### src/rtl/alu_pkg.sv
// alu_pkg: ALU op codes, arbiter FSM states and the legal-op check shared by the arbiter slice.
package alu_pkg;
    localparam logic [3:0] OP_AND = 4'b0000;
    localparam logic [3:0] OP_OR  = 4'b0001;
    localparam logic [3:0] OP_ADD = 4'b0010;
    localparam logic [3:0] OP_SUB = 4'b0110;
    localparam logic [3:0] OP_SLT = 4'b0111;
    localparam logic [3:0] OP_NOR = 4'b1100;

    typedef enum logic [1:0] {IDLE, EXEC, RESP} state_t;

    function automatic logic is_legal_op(input logic [3:0] op);
        return op inside {OP_AND, OP_OR, OP_ADD, OP_SUB, OP_SLT, OP_NOR};
    endfunction
endpackage

### src/rtl/alu_arbiter_if.sv
// alu_arbiter_if: requester-side request/response channels of the shared-ALU arbiter.
interface alu_arbiter_if #(parameter int NUM_REQ = 4);
    logic [NUM_REQ-1:0]    req_valid;
    logic [NUM_REQ-1:0]    req_ready;
    logic [4*NUM_REQ-1:0]  req_op;
    logic [32*NUM_REQ-1:0] req_a;
    logic [32*NUM_REQ-1:0] req_b;
    logic [NUM_REQ-1:0]    rsp_valid;
    logic [NUM_REQ-1:0]    rsp_ready;
    logic [31:0]           rsp_result;
    logic                  rsp_zero;
    logic                  rsp_err;

    modport master (
        output req_valid, req_op, req_a, req_b, rsp_ready,
        input  req_ready, rsp_valid, rsp_result, rsp_zero, rsp_err
    );
    modport slave (
        input  req_valid, req_op, req_a, req_b, rsp_ready,
        output req_ready, rsp_valid, rsp_result, rsp_zero, rsp_err
    );
endinterface

### src/rtl/alu_arbiter_rr_pick.sv
// rr_pick: round-robin picker, first set request at or above ptr, wrapping modulo NUM_REQ.
module rr_pick #(parameter int NUM_REQ = 4) (
    input  logic [NUM_REQ-1:0]         req,
    input  logic [$clog2(NUM_REQ)-1:0] ptr,
    output logic [NUM_REQ-1:0]         grant,
    output logic [$clog2(NUM_REQ)-1:0] idx,
    output logic                       any
);
    localparam int W = $clog2(NUM_REQ);

    // Scan from the farthest offset down so the nearest requester wins last.
    always_comb begin
        idx = '0;
        for (int i = NUM_REQ - 1; i >= 0; i--) begin
            if (req[(int'(ptr) + i) % NUM_REQ]) idx = W'((int'(ptr) + i) % NUM_REQ);
        end
        any = |req;
        grant = any ? NUM_REQ'(1) << idx : '0;
    end
endmodule

### src/rtl/alu_arbiter.sv
// alu_arbiter: round-robin sharing of one combinational ALU with registered operands and response.
// Define ALU_ARB_ILLEGAL_OP_EN to answer illegal opcodes directly with rsp_err instead of using the ALU.
module alu_arbiter import alu_pkg::*; #(parameter int NUM_REQ = 4) (
    input  logic         clk,
    input  logic         reset,
    alu_arbiter_if.slave bus,
    output logic [31:0]  alu_data1,
    output logic [31:0]  alu_read2,
    output logic [3:0]   alu_ALUcontrol,
    input  logic [31:0]  alu_ALUresult,
    input  logic         alu_zero
);
    localparam int W = $clog2(NUM_REQ);

    state_t               state, state_n;
    logic [W-1:0]         rr_ptr, g, idx;
    logic [NUM_REQ-1:0]   grant;
    logic                 any, ill, accept, zero, err;
    logic [3:0]           op;
    logic [31:0]          a, b, res;

    rr_pick #(.NUM_REQ(NUM_REQ)) u_pick (.req(bus.req_valid), .ptr(rr_ptr), .grant(grant), .idx(idx), .any(any));

`ifdef ALU_ARB_ILLEGAL_OP_EN
    assign ill = !is_legal_op(bus.req_op[4*idx +: 4]);
`else
    assign ill = 1'b0;
`endif

    always_comb begin
        accept = state == IDLE && any;
        state_n = state == IDLE ? (any ? (ill ? RESP : EXEC) : IDLE)
                : state == EXEC ? RESP
                : (bus.rsp_ready[g] ? IDLE : RESP);
        bus.req_ready = accept ? grant : '0;
        bus.rsp_valid = state == RESP ? NUM_REQ'(1) << g : '0;
        alu_data1 = state == EXEC ? a : '0;
        alu_read2 = state == EXEC ? b : '0;
        alu_ALUcontrol = state == EXEC ? op : '0;
    end

    assign bus.rsp_result = res;
    assign bus.rsp_zero = zero;
    assign bus.rsp_err = err;

    // Illegal ops preload the canned error response at accept since they bypass EXEC.
    always_ff @(posedge clk) begin
        if (reset) begin
            state <= IDLE;
            rr_ptr <= '0;
            g <= '0;
            op <= '0;
            a <= '0;
            b <= '0;
            res <= '0;
            zero <= 1'b0;
            err <= 1'b0;
        end else begin
            state <= state_n;
            if (accept) begin
                g <= idx;
                op <= bus.req_op[4*idx +: 4];
                a <= bus.req_a[32*idx +: 32];
                b <= bus.req_b[32*idx +: 32];
                res <= '0;
                zero <= ill;
                err <= ill;
            end
            if (state == EXEC) begin
                res <= alu_ALUresult;
                zero <= alu_zero;
            end
            if (state == RESP && bus.rsp_ready[g]) rr_ptr <= g == W'(NUM_REQ - 1) ? '0 : g + 1'b1;
        end
    end
endmodule

### src/flat_wrapper.sv
// flat-port wrapper written by rule: the top's interface ports become plain ports
module alu_arbiter_flat import alu_pkg::*;
#(parameter int NUM_REQ = 4)
  (clk, reset, alu_data1, alu_read2, alu_ALUcontrol, alu_ALUresult, alu_zero, bus_req_valid, bus_req_op, bus_req_a, bus_req_b, bus_rsp_ready, bus_req_ready, bus_rsp_valid, bus_rsp_result, bus_rsp_zero, bus_rsp_err);
  alu_arbiter_if #(.NUM_REQ(NUM_REQ)) bus_i ();
  input  logic clk;
  input  logic reset;
  output logic [31:0] alu_data1;
  output logic [31:0] alu_read2;
  output logic [3:0] alu_ALUcontrol;
  input  logic [31:0] alu_ALUresult;
  input  logic alu_zero;
  input wire logic [$bits(bus_i.req_valid)-1:0] bus_req_valid;
  input wire logic [$bits(bus_i.req_op)-1:0] bus_req_op;
  input wire logic [$bits(bus_i.req_a)-1:0] bus_req_a;
  input wire logic [$bits(bus_i.req_b)-1:0] bus_req_b;
  input wire logic [$bits(bus_i.rsp_ready)-1:0] bus_rsp_ready;
  output wire logic [$bits(bus_i.req_ready)-1:0] bus_req_ready;
  output wire logic [$bits(bus_i.rsp_valid)-1:0] bus_rsp_valid;
  output wire logic [$bits(bus_i.rsp_result)-1:0] bus_rsp_result;
  output wire logic [$bits(bus_i.rsp_zero)-1:0] bus_rsp_zero;
  output wire logic [$bits(bus_i.rsp_err)-1:0] bus_rsp_err;
  assign bus_i.req_valid = bus_req_valid;
  assign bus_i.req_op = bus_req_op;
  assign bus_i.req_a = bus_req_a;
  assign bus_i.req_b = bus_req_b;
  assign bus_i.rsp_ready = bus_rsp_ready;
  assign bus_req_ready = bus_i.req_ready;
  assign bus_rsp_valid = bus_i.rsp_valid;
  assign bus_rsp_result = bus_i.rsp_result;
  assign bus_rsp_zero = bus_i.rsp_zero;
  assign bus_rsp_err = bus_i.rsp_err;
  alu_arbiter #(.NUM_REQ(NUM_REQ)) u_core (.clk(clk), .reset(reset), .bus(bus_i), .alu_data1(alu_data1), .alu_read2(alu_read2), .alu_ALUcontrol(alu_ALUcontrol), .alu_ALUresult(alu_ALUresult), .alu_zero(alu_zero));
endmodule
### config.mk
export PLATFORM = sky130hd
export DESIGN_NAME = alu_arbiter_flat
export DESIGN_NICKNAME = d
export VERILOG_FILES = /design/src/rtl/alu_pkg.sv /design/src/rtl/alu_arbiter_if.sv /design/src/rtl/alu_arbiter_rr_pick.sv /design/src/rtl/alu_arbiter.sv /design/src/flat_wrapper.sv
export SDC_FILE = /design/constraint.sdc
export NUM_CORES = 1
export LEC_CHECK = 0
export BUFFER_PORTS_ARGS = -buffer_cell sky130_fd_sc_hd__buf_2
export CAP_MARGIN = 25
export CORE_AREA = 10 10 158 160
export CTS_CLUSTER_SIZE = 28
export DETAILED_ROUTE_END_ITERATION = 6
export DIE_AREA = 0 0 168 170
export GPL_TIMING_DRIVEN = 0
export PLACE_DENSITY = 0.67
export RECOVER_POWER = 100
export SLEW_MARGIN = 40
export SYNTH_ARGS = -nofsm -noshare
export SYNTH_HDL_FRONTEND = slang
export SYNTH_HIERARCHICAL = 1
export SYNTH_SLANG_ARGS = --single-unit
### constraint.sdc
create_clock -name clk -period 3.4 [get_ports clk]
set_clock_uncertainty 0.1 [all_clocks]
set_input_delay 0.68 -clock clk [delete_from_list [all_inputs] [get_ports clk]]
set_output_delay 0.68 -clock clk [all_outputs]
set_load 0.005 [all_outputs]
==> Yosys cells after proc, flatten, opt, wreduce, memory -nomap -nowiden <==
Cells that the tools add are included.
W data, S select, Z words.
{ "classes": {"n_mux": 32, "n_eq_ne": 3, "n_reduce_logical": 8, "bitwise_logic": 3, "n_addsub": 4, "order_cmp": 5, "n_shift": 5} }
{ "ops": {"columns": ["op", "count"], "rows": [
  ["$shiftx A128 B8 Y32", 2],
  ["$mux W32", 4],
  ["$mux W2", 8],
  ["$mux W4", 4],
  ["$shiftx A16 B5 Y4", 1],
  ["$lt A3 B4 Y1 const B", 3],
  ["$mux W1", 11],
  ["$bmux W1 S2", 5],
  ["$shl A1 B2 Y4 const A", 2],
  ["$lt A2 B3 Y1 const B", 2],
  ["$reduce_or A2 Y1", 3],
  ["$add A2 B1 Y2 const B", 2],
  ["$add A2 B2 Y2 const B", 2],
  ["$eq A2 B2 Y1 const B", 2],
  ["$reduce_or A4 Y1", 1],
  ["$and A1 B1 Y1 const A", 3],
  ["$eq A2 B1 Y1 const B", 1],
  ["$logic_and A1 B1 Y1", 2],
  ["$logic_not A2 Y1", 1],
  ["$reduce_bool A2 Y1", 1]
]} }
{ "word_totals": {"out_inout_bits": 110, "word_cells": 68, "reg_bits": 107, "input_bits": 315} }

==> Longest topological paths before layout <==
Gate-level depths: netlist of the first run.
{ "depth": {"ltp_word": 13, "ltp_mapped": 9, "ltp_nobuf": 5} }

==> Hierarchy <==
The synthesis of the first run kept the hierarchy.
{ "by_module_without_submodules": {"columns": ["module", "seq_area_each_um2", "cells_per_inst", "area_each_um2", "n_inst"], "rows": [
  ["alu_arbiter", 2142.1, 507, 5716.7, 1],
  ["rr_pick", 0.0, 33, 211.5, 1]
]} }

==> Worst setup path before layout of the first run <==
No wires, ideal clock.
{ "synth_timing": {"path_kind": "input to register", "from": "input bus_req_valid[0]", "to": "register u_core.a[0]", "t_required_ps": 3183, "setup_ps": 117, "path_stages": 9, "setup_slack_ps": 799, "arrival_ps": 2384, "path_buffers": 4, "cell_sequence": "buf_4 > a21boi_1 > o22ai_1 > a31oi_1 > clkbuf_1 > buf_6 > buf_6 > mux4_2 > a22o_1"} }
{ "synth_between": {"elab_chain_cells": 8, "word_cells_on_any_way": 18, "cone_classes": "1 x shift; 15 x mux; 2 x reduce/logical"} }
{ "synth_rtl": {"columns": ["item", "line", "text"], "rows": [
  ["start: declaration", "flat_wrapper.sv:13", "input wire logic [$bits(bus_i.req_valid)-1:0] bus_req_valid;"],
  ["$bmux W1 S2", "alu_arbiter_rr_pick.sv:15", "if (req[(int'(ptr) + i) % NUM_REQ]) idx = W'((int'(ptr) + i) % NUM_REQ);"],
  ["$mux W1 (not written as such) (2 in a row)", "alu_arbiter_rr_pick.sv:15", null],
  ["$mux W2 (3 in a row)", "alu_arbiter_rr_pick.sv:15", null],
  ["$mux W2 (*)", "alu_arbiter_rr_pick.sv:15", null],
  ["net u_core.idx[0]", "alu_arbiter.sv:16", "logic [W-1:0] rr_ptr, g, idx;"],
  ["$shiftx A128 B8 Y32 (*)", "alu_arbiter.sv:63", "a <= bus.req_a[32*idx +: 32];"],
  ["end signal: assignment", "alu_arbiter.sv:63", null],
  ["end: declaration", "alu_arbiter.sv:20", "logic [31:0] a, b, res;"]
]} }
The timed path passes the listed nets; every way through them passes the cells marked *. The select of a mux whose other input is x is not followed.
A chain may end at the register's enable or synchronous reset.

==> Worst setup path in the final report of the first run <==
{ "layout_timing": {"from": "register u_core.state[0]", "to": "output alu_data1[6]"} }
{ "layout_between": {"elab_chain_cells": 2} }
{ "layout_rtl": {"columns": ["item", "line", "text"], "rows": [
  ["start: declaration", "alu_arbiter.sv:15", "state_t state, state_n;"],
  ["start signal: assignment", "alu_arbiter.sv:59", "state <= state_n;"],
  ["$eq A2 B1 Y1", "alu_arbiter.sv:37", "alu_data1 = state == EXEC ? a : '0;"],
  ["$mux W32", "alu_arbiter.sv:37", null],
  ["end: declaration", "flat_wrapper.sv:8", "output logic [31:0] alu_data1;"]
]} }
No other way between the ends.

==> impl_metrics.toml, run 1 <==
[detailed_routing]
post_route_drc = 0
drt_first_pass_iters = 4
detailed_router_s_first_iteration_violation_count = 430
drt.antenna.violating_nets = 0
routed_wirelength_um = 28430
wl_per_cell_um = 22.60
viasPerCell = 4.902
vias_post_dr = 6167

[cts]
cts_buffers = 9
cts_max_path_buffers = 2
cts_tree = "yes"
clock_tree.htree_level_count = 3
cts_hold_buffers = 0
clkSinkCount = 107
cts.repair_timing.setup_buffer_count = 0
post_cts_resized = 0
clock_latency_ps = 350
clk_pin_slew_ps = 80
cts_root_buf = "sky130_fd_sc_hd__clkbuf_16"

[power_and_ir_drop]
power_mw = 3.651
pwr_density_cell_nw_per_um2 = 423.7
p_leak_nw = 3.855
irDropWorstVdd_v = 0.0002323

[setup_path]
cp-start-kind = "register"
timing.setup.critical_path_class = "reg -> out"
max_stage_delay_ps = 510
worst_path_bufs_invs = 3
cp_top_family = "buffers and inverters"
critical-path-slowest-cell = "sky130_fd_sc_hd__clkbuf_1"
crit_path_frequent_cell = "sky130_fd_sc_hd__clkbuf_1"
path_max_fanout = 10
cp_cell_sequence = "nor2b_1 -> clkbuf_2 -> clkbuf_1 -> and2_1 -> clkbuf_1"
worst_ep_arrival_time_ps = 2260
cp-end-kind = "output port"
crit_required_ps = 2620

[flow_run]
max_cap_viol_count = 0

[logic_synthesis]
synth_top_flop_cell = "sky130_fd_sc_hd__dfxtp_1"
syn_nets = 859
netlist.area_leader.share = 0.3613
postSynthAreaPerCell_um2 = 10.98
number_of_enable_flip_flop_cells_after_synthesis = 0
number_of_warnings_issued_by_yosys = 6
distinct_cell_type_count_after_synthesis = 37
top_cells_by_area_in_the_synthesized_netlist = "sky130_fd_sc_hd__dfxtp_1 (36%), sky130_fd_sc_hd__mux4_2 (26%), sky130_fd_sc_hd__a22o_1 (10%), sky130_fd_sc_hd__and2_1 (8.1%), sky130_fd_sc_hd__a21oi_1 (3.3%)"
cell_area_after_synthesis_um2 = 5928
ys_async_sr_fraction = 0
syn-instance-count = 540
sequential_share_of_the_synthesized_area = 0.3613
synth.largest_area_cell = "sky130_fd_sc_hd__dfxtp_1"
flip_flop_and_latch_count_after_synthesis = 107

[die]
area_of_the_core_um2 = 21690
start_util = 0.2733
floorplan.die.height_um = 170
die_w_um = 168
pin_count = 425
rows = 54
die_area_um2 = 28560

[cells_and_area]
sequential_cell_area_um2 = 2142
multi_input_comb_area_um2 = 3457
finalNetCount = 1290
finish.instance_area_um2 = 8618
final.fill_count = 2227
final_cells = 1258
layout.core_utilization = 0.3974
area_growth_syn_to_layout_pct = 45.38
share_of_cells_above_drive_strength_1 = 0.4846

[timing]
report.final.slew_viol_count = 0
tns_ps = 0
hold_violations = 0
final.setup.worst_slack_ps = 361.6
min_period_over_period = 0.8936
achievable-frequency_ghz = 0.3291
timing.slew.headroom = 0.4600
finalSetupViolations = 0
rsz0062_at_grt = "false"
period_minus_slack_ps = 3038
tightestPinTransition_ps = 808.3
tightest_hold_margin_ps = 370.2

[placed_design]
detailed_place.area_um2 = 8381
gp_congestion = 0.8877
detailedPlacementHpwl_um = 24060
dp_cells = 1240
post-place-ws_ps = 53.80
io_buffer_count = 420

[hold_path]
worst_hold_path_type = "reg -> reg"

[grt]
first_global_vias = 6528
maximum_number_of_pins_on_one_net_before_global_route_repair = 19
antenna_found_initial = 3
globalRoute.totalOverflow = 0
grt_pass1_wl_um = 40460
grt.total_usage = 0.1852

[outcome]
status = "complete, no violations"
[final timing paths]
kind / from / to / slack, ps / cells after the start
worst max-delay path: u_core/state[0] / alu_data1[6] / 360 / 5
worst min-delay path: u_core/bus.rsp_result[20] / u_core/bus.rsp_result[20] / 370 / 2
worst max register to register: u_core/rr_ptr[1] / u_core/a[1] / 510 / 9
worst min register to register: u_core/bus.rsp_result[20] / u_core/bus.rsp_result[20] / 370 / 2
[cells in the mapped netlist (3+ instances only)]
cell type	n
sky130_fd_sc_hd__dfxtp_1	107
sky130_fd_sc_hd__and2_1	77
sky130_fd_sc_hd__a22o_1	69
sky130_fd_sc_hd__mux4_2	68
sky130_fd_sc_hd__a21oi_1	39
sky130_fd_sc_hd__nand2_1	39
sky130_fd_sc_hd__nand3_1	33
sky130_fd_sc_hd__clkbuf_1	24
sky130_fd_sc_hd__buf_2	19
sky130_fd_sc_hd__buf_6	6
sky130_fd_sc_hd__inv_1	6
sky130_fd_sc_hd__nor2_1	6
sky130_fd_sc_hd__buf_1	5
sky130_fd_sc_hd__buf_4	4
sky130_fd_sc_hd__ha_1	4
sky130_fd_sc_hd__nand2b_1	4
sky130_fd_sc_hd__nor2b_1	4
sky130_fd_sc_hd__mux2i_1	3
[worst reg2reg max path, cell delays in order, from the launching register on]
cell	delay [ps]
sky130_fd_sc_hd__dfxtp_1	340
sky130_fd_sc_hd__buf_6	150
sky130_fd_sc_hd__a21oi_1	120
sky130_fd_sc_hd__o21ai_1	60
sky130_fd_sc_hd__o2bb2a_1	210
sky130_fd_sc_hd__buf_2	240
sky130_fd_sc_hd__buf_4	280
sky130_fd_sc_hd__clkbuf_1	640
sky130_fd_sc_hd__mux4_2	450
sky130_fd_sc_hd__a22o_1	200
[logic make-up (layout without fill, tap and decap cells)]
group	Yosys count	in the layout	share of synthesized area
AND/OR/NAND/NOR	169	169	0.1549
multiplexers	73	73	0.2672
flip-flops	107	107	0.3613
other	1	3	0.0006326
buffers and inverters	64	500	0.05466
adder cells (fa/ha/maj)	4	4	0.008443
AO/OA/AOI/OAI	122	122	0.1528
[sequential cells by signal, indices dropped and copies added, names as in the netlist]
register,cells
u_core/a,32
u_core/b,32
u_core/bus.rsp_result,32
u_core/op,4
u_core/g,2
u_core/rr_ptr,2
u_core/state,2
u_core/bus.rsp_zero,1
[layout make-up]
cell class | count | area share
multi-input cells | 369 | 0.4011
flip-flops and latches | 107 | 0.2485
repair buffers | 420 | 0.2353
well taps | 280 | 0.04065
plain buffers | 58 | 0.03397
clock buffers | 11 | 0.02933
clock inverters | 5 | 0.007840
inverters | 6 | 0.002613
diodes | 2 | 0.0005807
[power breakdown]
group	switching, mW	internal [mW]
clock	0.513	0.625
sequential	0.0824	1.40
combinational	0.510	0.521
total	1.11	2.55
[per-layer routing]
| layer | up-vias | part of all wire | GRT usage | wire, um |
|---|---|---|---|---|
| met1 | 2955 | 0.36 | 0.1967 | 10330 |
| met4 | 0 | 0.013 | 0.04201 | 368 |
| met5 | - | 0 | 0 | 0 |
| met3 | 24 | 0.091 | 0.06473 | 2583 |
| li1 | 2893 | - | - | - |
| met2 | 295 | 0.53 | 0.3439 | 15140 |
[placed cells by master, fill, tap and decap left out, types with 2 or more instances in the layout]
cell type	count
sky130_fd_sc_hd__buf_2	370
sky130_fd_sc_hd__clkbuf_8	2
sky130_fd_sc_hd__o21ai_1	2
sky130_fd_sc_hd__nor3b_1	2
sky130_fd_sc_hd__a21oi_1	39
sky130_fd_sc_hd__inv_6	2
sky130_fd_sc_hd__and2_1	30
sky130_fd_sc_hd__nor2b_1	4
sky130_fd_sc_hd__and2_0	47
sky130_fd_sc_hd__a22o_1	69
sky130_fd_sc_hd__nand3_1	33
sky130_fd_sc_hd__mux2i_1	3
sky130_fd_sc_hd__buf_4	3
sky130_fd_sc_hd__nand2_1	39
sky130_fd_sc_hd__mux4_2	68
sky130_fd_sc_hd__clkbuf_2	6
sky130_fd_sc_hd__o221a_2	2
sky130_fd_sc_hd__inv_1	6
sky130_fd_sc_hd__nor2_1	6
sky130_fd_sc_hd__ha_1	4
sky130_fd_sc_hd__buf_1	3
sky130_fd_sc_hd__clkbuf_1	90
sky130_fd_sc_hd__dfxtp_1	107
sky130_fd_sc_hd__diode_2	2
sky130_fd_sc_hd__o21ai_0	2
sky130_fd_sc_hd__clkbuf_16	9
sky130_fd_sc_hd__buf_6	6
sky130_fd_sc_hd__nand2b_1	4
(Power assumes the default switching activity.)
==> inputs of run 2 (changes only) <==
Settings changed: SETUP_SLACK_MARGIN set to 0.5.
==> impl_metrics.toml, run 2 (synthesized netlist as in run 1, its figures left out) <==
[timing]
tightestPinTransition_ps = 798.9
achievable-frequency_ghz = 0.3369
hold_violations = 0
tns_ps = 0
finalSetupViolations = 0
report.final.slew_viol_count = 0
min_period_over_period = 0.8731
period_minus_slack_ps = 2968
rsz0062_at_grt = "false"
timing.slew.headroom = 0.4674
tightest_hold_margin_ps = 369.3
final.setup.worst_slack_ps = 431.5

[grt]
maximum_number_of_pins_on_one_net_before_global_route_repair = 19
antenna_found_initial = 3
grt_pass1_wl_um = 40480
globalRoute.totalOverflow = 0
first_global_vias = 6529
grt.total_usage = 0.1853

[die]
start_util = 0.2733
die_w_um = 168
rows = 54
floorplan.die.height_um = 170
die_area_um2 = 28560
pin_count = 425
area_of_the_core_um2 = 21690

[setup_path]
reg2reg_to = "u_core/b[3]"
worst_ep_arrival_time_ps = 3110
path_max_fanout = 10
crit_required_ps = 3550
r2r_start = "u_core/rr_ptr[1]"
critPathCapture = "u_core/a[1]"
timing.critical_path.from = "bus_req_valid[0]"
worst-r2r-setup-slack_ps = 510
cp-end-kind = "register"
worst_path_bufs_invs = 4
cp_cell_sequence = "clkbuf_1 -> a21oi_1 -> o21ai_1 -> o2bb2a_1 -> buf_2 -> buf_4 -> clkbuf_1 -> mux4_2 -> a22o_1"
timing.setup.critical_path_class = "in -> reg"
cp-start-kind = "input port"
path_depth = 9
reg2reg_depth = 8
cp_top_family = "buffers and inverters"
max_stage_delay_ps = 620
crit_path_frequent_cell = "sky130_fd_sc_hd__clkbuf_1"
critical-path-slowest-cell = "sky130_fd_sc_hd__clkbuf_1"

[detailed_routing]
drt.antenna.violating_nets = 0
wl_per_cell_um = 22.59
detailed_router_s_first_iteration_violation_count = 428
vias_post_dr = 6203
routed_wirelength_um = 28410
viasPerCell = 4.931
post_route_drc = 0
drt_first_pass_iters = 4

[cts]
clkSinkCount = 107
cts_tree = "yes"
cts_root_buf = "sky130_fd_sc_hd__clkbuf_16"
clock_tree.htree_level_count = 3
cts_max_path_buffers = 2
clock_latency_ps = 350
clk_pin_slew_ps = 80
cts_buffers = 9
cts_hold_buffers = 0
cts.repair_timing.setup_buffer_count = 0

[power_and_ir_drop]
power_mw = 3.657
pwr_density_cell_nw_per_um2 = 423.5
irDropWorstVdd_v = 0.0002320
p_leak_nw = 3.888

[cells_and_area]
layout_commonest_cell = "sky130_fd_sc_hd__buf_2"
layout.core_utilization = 0.3981
area_growth_syn_to_layout_pct = 45.65
mostFrequentLayoutCells = "sky130_fd_sc_hd__buf_2 (377), sky130_fd_sc_hd__dfxtp_1 (107), sky130_fd_sc_hd__clkbuf_1 (83)"
share_of_cells_above_drive_strength_1 = 0.4928
finalNetCount = 1290

[placed_design]
detailedPlacementHpwl_um = 24060
io_buffer_count = 420
gp_congestion = 0.8877
post-place-ws_ps = 53.80

[outcome]
status = "complete, no violations"

[flow_run]
max_cap_viol_count = 0

[hold_path]
worst_hold_path_type = "reg -> reg"
[run 2: power breakdown]
| part | switching (mW) | internal (mW) |
|---|---|---|
| clock network | 0.515 | 0.625 |
| registers | 0.0829 | 1.40 |
| logic | 0.510 | 0.524 |
[run 2: stage by stage]
stage | instances | area [um^2]
2_1_floorplan | 540 | 5928
3_3_place_gp | 1240 | 8381
3_5_place_dp | 1240 | 8381
4_1_cts | 1256 | 8710
5_1_grt | 1257 | 8632
6_report | 1258 | 8635
[run 2: worst min-delay path by stage]
stage                                          from                         to  depth (start not counted)
final                     u_core/bus.rsp_result[20]  u_core/bus.rsp_result[20]                          2
after global routing                   u_core/b[31]               u_core/b[31]                          1
after CTS                 u_core/bus.rsp_result[29]  u_core/bus.rsp_result[29]                          2
after detailed placement                u_core/a[8]                u_core/a[8]                          1
after global placement     u_core/bus.rsp_result[6]   u_core/bus.rsp_result[6]                          2
after floorplan                         u_core/a[4]                u_core/a[4]                          1
[run 2: worst register-to-register path, stage by stage, from the launching register on]
cell and delay (ps):
sky130_fd_sc_hd__dfxtp_1 380, sky130_fd_sc_hd__buf_6 150, sky130_fd_sc_hd__mux2i_1 180, sky130_fd_sc_hd__o22ai_1 90, sky130_fd_sc_hd__a31oi_1 160, sky130_fd_sc_hd__clkbuf_1 440, sky130_fd_sc_hd__clkbuf_2 500, sky130_fd_sc_hd__mux4_2 600
sky130_fd_sc_hd__a22o_1 200
[run 2: repair_timing]
action,CTS,global route
resized for setup,6,7
pin swaps,0,0
setup endpoints to repair,32,40
[run 2: final cells by class]
cell class | instances | area (um^2)
fill | 2220 | 13050
multi-input combinational | 369 | 3462
sequential | 107 | 2142
timing repair buffer | 420 | 2036
tap | 280 | 350.3
buffer | 58 | 296.5
clock buffer | 11 | 252.7
clock inverter | 5 | 67.56
inverter | 6 | 22.52
antenna | 2 | 5.005
[run 2: layer usage]
layer / part of all wire / global-route usage / vias up
li1: - / - / 2894
met1: 0.36 / 0.1970 / 2988
met2: 0.54 / 0.3439 / 301
met3: 0.093 / 0.06473 / 20
met4: 0.012 / 0.04201 / 0
met5: 0 / 0 / -
==> inputs of run 3 (changes only) <==
Settings changed: PLACE_DENSITY 0.67 to 0.56.
==> impl_metrics.toml, run 3 (synthesized netlist as in run 1, its figures left out) <==
[power_and_ir_drop]
irDropWorstVdd_v = 0.0002406
sequentialPowerShare = 0.409
power_switching_mw = 1.117
pwr_density_cell_nw_per_um2 = 419.6
cell_internal_pwr_mw = 2.503
p_leak_nw = 3.887
swShare = 0.3086
combPwrFrac = 0.287
pwr-share-clk = 0.304

[placed_design]
io_buffer_count = 420
detailedPlacementHpwl_um = 24460
gp_congestion = 0.8601
detailed_place.area_um2 = 8381

[setup_path]
crit_required_ps = 3550
timing.setup.critical_path_class = "reg -> reg"
cp-start-kind = "register"
path_max_fanout = 10
reg2reg_depth = 8
cp-end-kind = "register"
worst_ep_arrival_time_ps = 3080

[grt]
grt.total_usage = 0.1920
globalRoute.totalOverflow = 0
antenna_found_initial = 9
grt_pass1_wl_um = 41920
maximum_number_of_pins_on_one_net_before_global_route_repair = 19
first_global_vias = 6709

[timing]
period_minus_slack_ps = 2924
finalSetupViolations = 0
timing.slew.headroom = 0.4350
rsz0062_at_grt = "false"
report.final.slew_viol_count = 0
tns_ps = 0
hold_violations = 0
tightest_hold_margin_ps = 369.0
achievable-frequency_ghz = 0.3419
min_period_over_period = 0.8601
tightestPinTransition_ps = 847.4

[detailed_routing]
viasPerCell = 4.872
drt.antenna.violating_nets = 0
drt_first_pass_iters = 4
detailed_router_s_first_iteration_violation_count = 407
vias_post_dr = 6143
wl_per_cell_um = 23.11
routed_wirelength_um = 29140
post_route_drc = 0

[cts]
clk_pin_slew_ps = 80
cts_root_buf = "sky130_fd_sc_hd__clkbuf_16"
clkSinkCount = 107
cts_max_path_buffers = 2
cts_hold_buffers = 0
clock_tree.htree_level_count = 3
cts_tree = "yes"
cts_buffers = 9
clock_latency_ps = 350

[cells_and_area]
layout_commonest_cell = "sky130_fd_sc_hd__buf_2"
final.fill_count = 2232
area_growth_syn_to_layout_pct = 45.53
finish.instance_area_um2 = 8627
mostFrequentLayoutCells = "sky130_fd_sc_hd__buf_2 (379), sky130_fd_sc_hd__dfxtp_1 (107), sky130_fd_sc_hd__clkbuf_1 (80)"
finalNetCount = 1290
share_of_cells_above_drive_strength_1 = 0.4959

[outcome]
status = "complete, no violations"

[die]
area_of_the_core_um2 = 21690
start_util = 0.2733
die_area_um2 = 28560
die_w_um = 168
rows = 54
pin_count = 425
floorplan.die.height_um = 170

[hold_path]
hold_depth = 2
worst_hold_path_type = "reg -> reg"

[flow_run]
max_cap_viol_count = 0
==> run 3: cell count changes in the layout (fill, tap and decap cells not counted), sizes merged <==
cell      delta
clkbuf       -4
clkinvlp     +1
clkinv       +2
buf          +2
diode        +3
inv          -1
==> run 3: through the flow <==
step,worst slack (ps),util,std cells,power [mW]
finish,475.6,0.3978,1261,3.620
CTS,537.9,0.4007,1256,3.694
detailed placement,68.92,0.3864,1240,2.578
global route,247.5,0.3974,1258,3.820
global placement,81.56,0.3864,1240,2.567
floorplan,799.1,-,540,2.090
==> run 3: area by class of cell <==
type                       count  area [um^2]  area share
antenna                        5        12.51    0.001450
multi-input combinational    369         3462      0.4013
clock inverter                 7        76.32    0.008847
timing repair buffer         420         2038      0.2363
inverter                       6        22.52    0.002611
tap                          280        350.3     0.04061
sequential                   107         2142      0.2483
buffer                        58        297.8     0.03452
clock buffer                   9        225.2     0.02611
==> run 3: timing repair <==
| action | in CTS | in global routing |
|---|---|---|
| endpoints found under the hold margin | 0 | 0 |
| pin swaps | 0 | 0 |
| setup endpoints to repair | 37 | 60 |
| resized for setup | 5 | 9 |
| setup buffers | 0 | 0 |
==> run 3: final timing paths <==
check                                 start                         to  slack, ps
setup / recovery           u_core/rr_ptr[1]                u_core/b[0]        480
setup reg to reg           u_core/rr_ptr[1]                u_core/b[0]        480
hold / removal    u_core/bus.rsp_result[22]  u_core/bus.rsp_result[22]        370
hold reg to reg   u_core/bus.rsp_result[22]  u_core/bus.rsp_result[22]        370
==> run 3: power by group through the flow <==
| stage | Combinational, mW | Sequential (mW) | Clock [mW] |
|---|---|---|---|
| 2_1_floorplan | 0.605 | 1.49 | 0 |
| 3_3_place_gp | 1.06 | 1.50 | 0 |
| 3_5_place_dp | 1.07 | 1.50 | 0 |
| 4_1_cts | 1.08 | 1.48 | 1.14 |
| 5_1_grt | 1.15 | 1.50 | 1.17 |
| 6_report | 1.04 | 1.48 | 1.10 |
==> run 3: critical path, stage by stage, from the launching register on <==
cell	delay (ps)
sky130_fd_sc_hd__dfxtp_1	380
sky130_fd_sc_hd__buf_6	150
sky130_fd_sc_hd__mux2i_1	190
sky130_fd_sc_hd__o22ai_1	100
sky130_fd_sc_hd__a31oi_1	140
sky130_fd_sc_hd__clkbuf_1	420
sky130_fd_sc_hd__clkbuf_2	510
sky130_fd_sc_hd__mux4_2	620
sky130_fd_sc_hd__a22o_1	200
==> run 3: metal layers <==
layer  track usage  routed length (um)  vias up
met2        0.3425               14990      286
met5             0                  27        -
li1              -                   -     2893
met1        0.2060               10630     2931
met4       0.04315                 522        6
met3       0.08247                2975       27
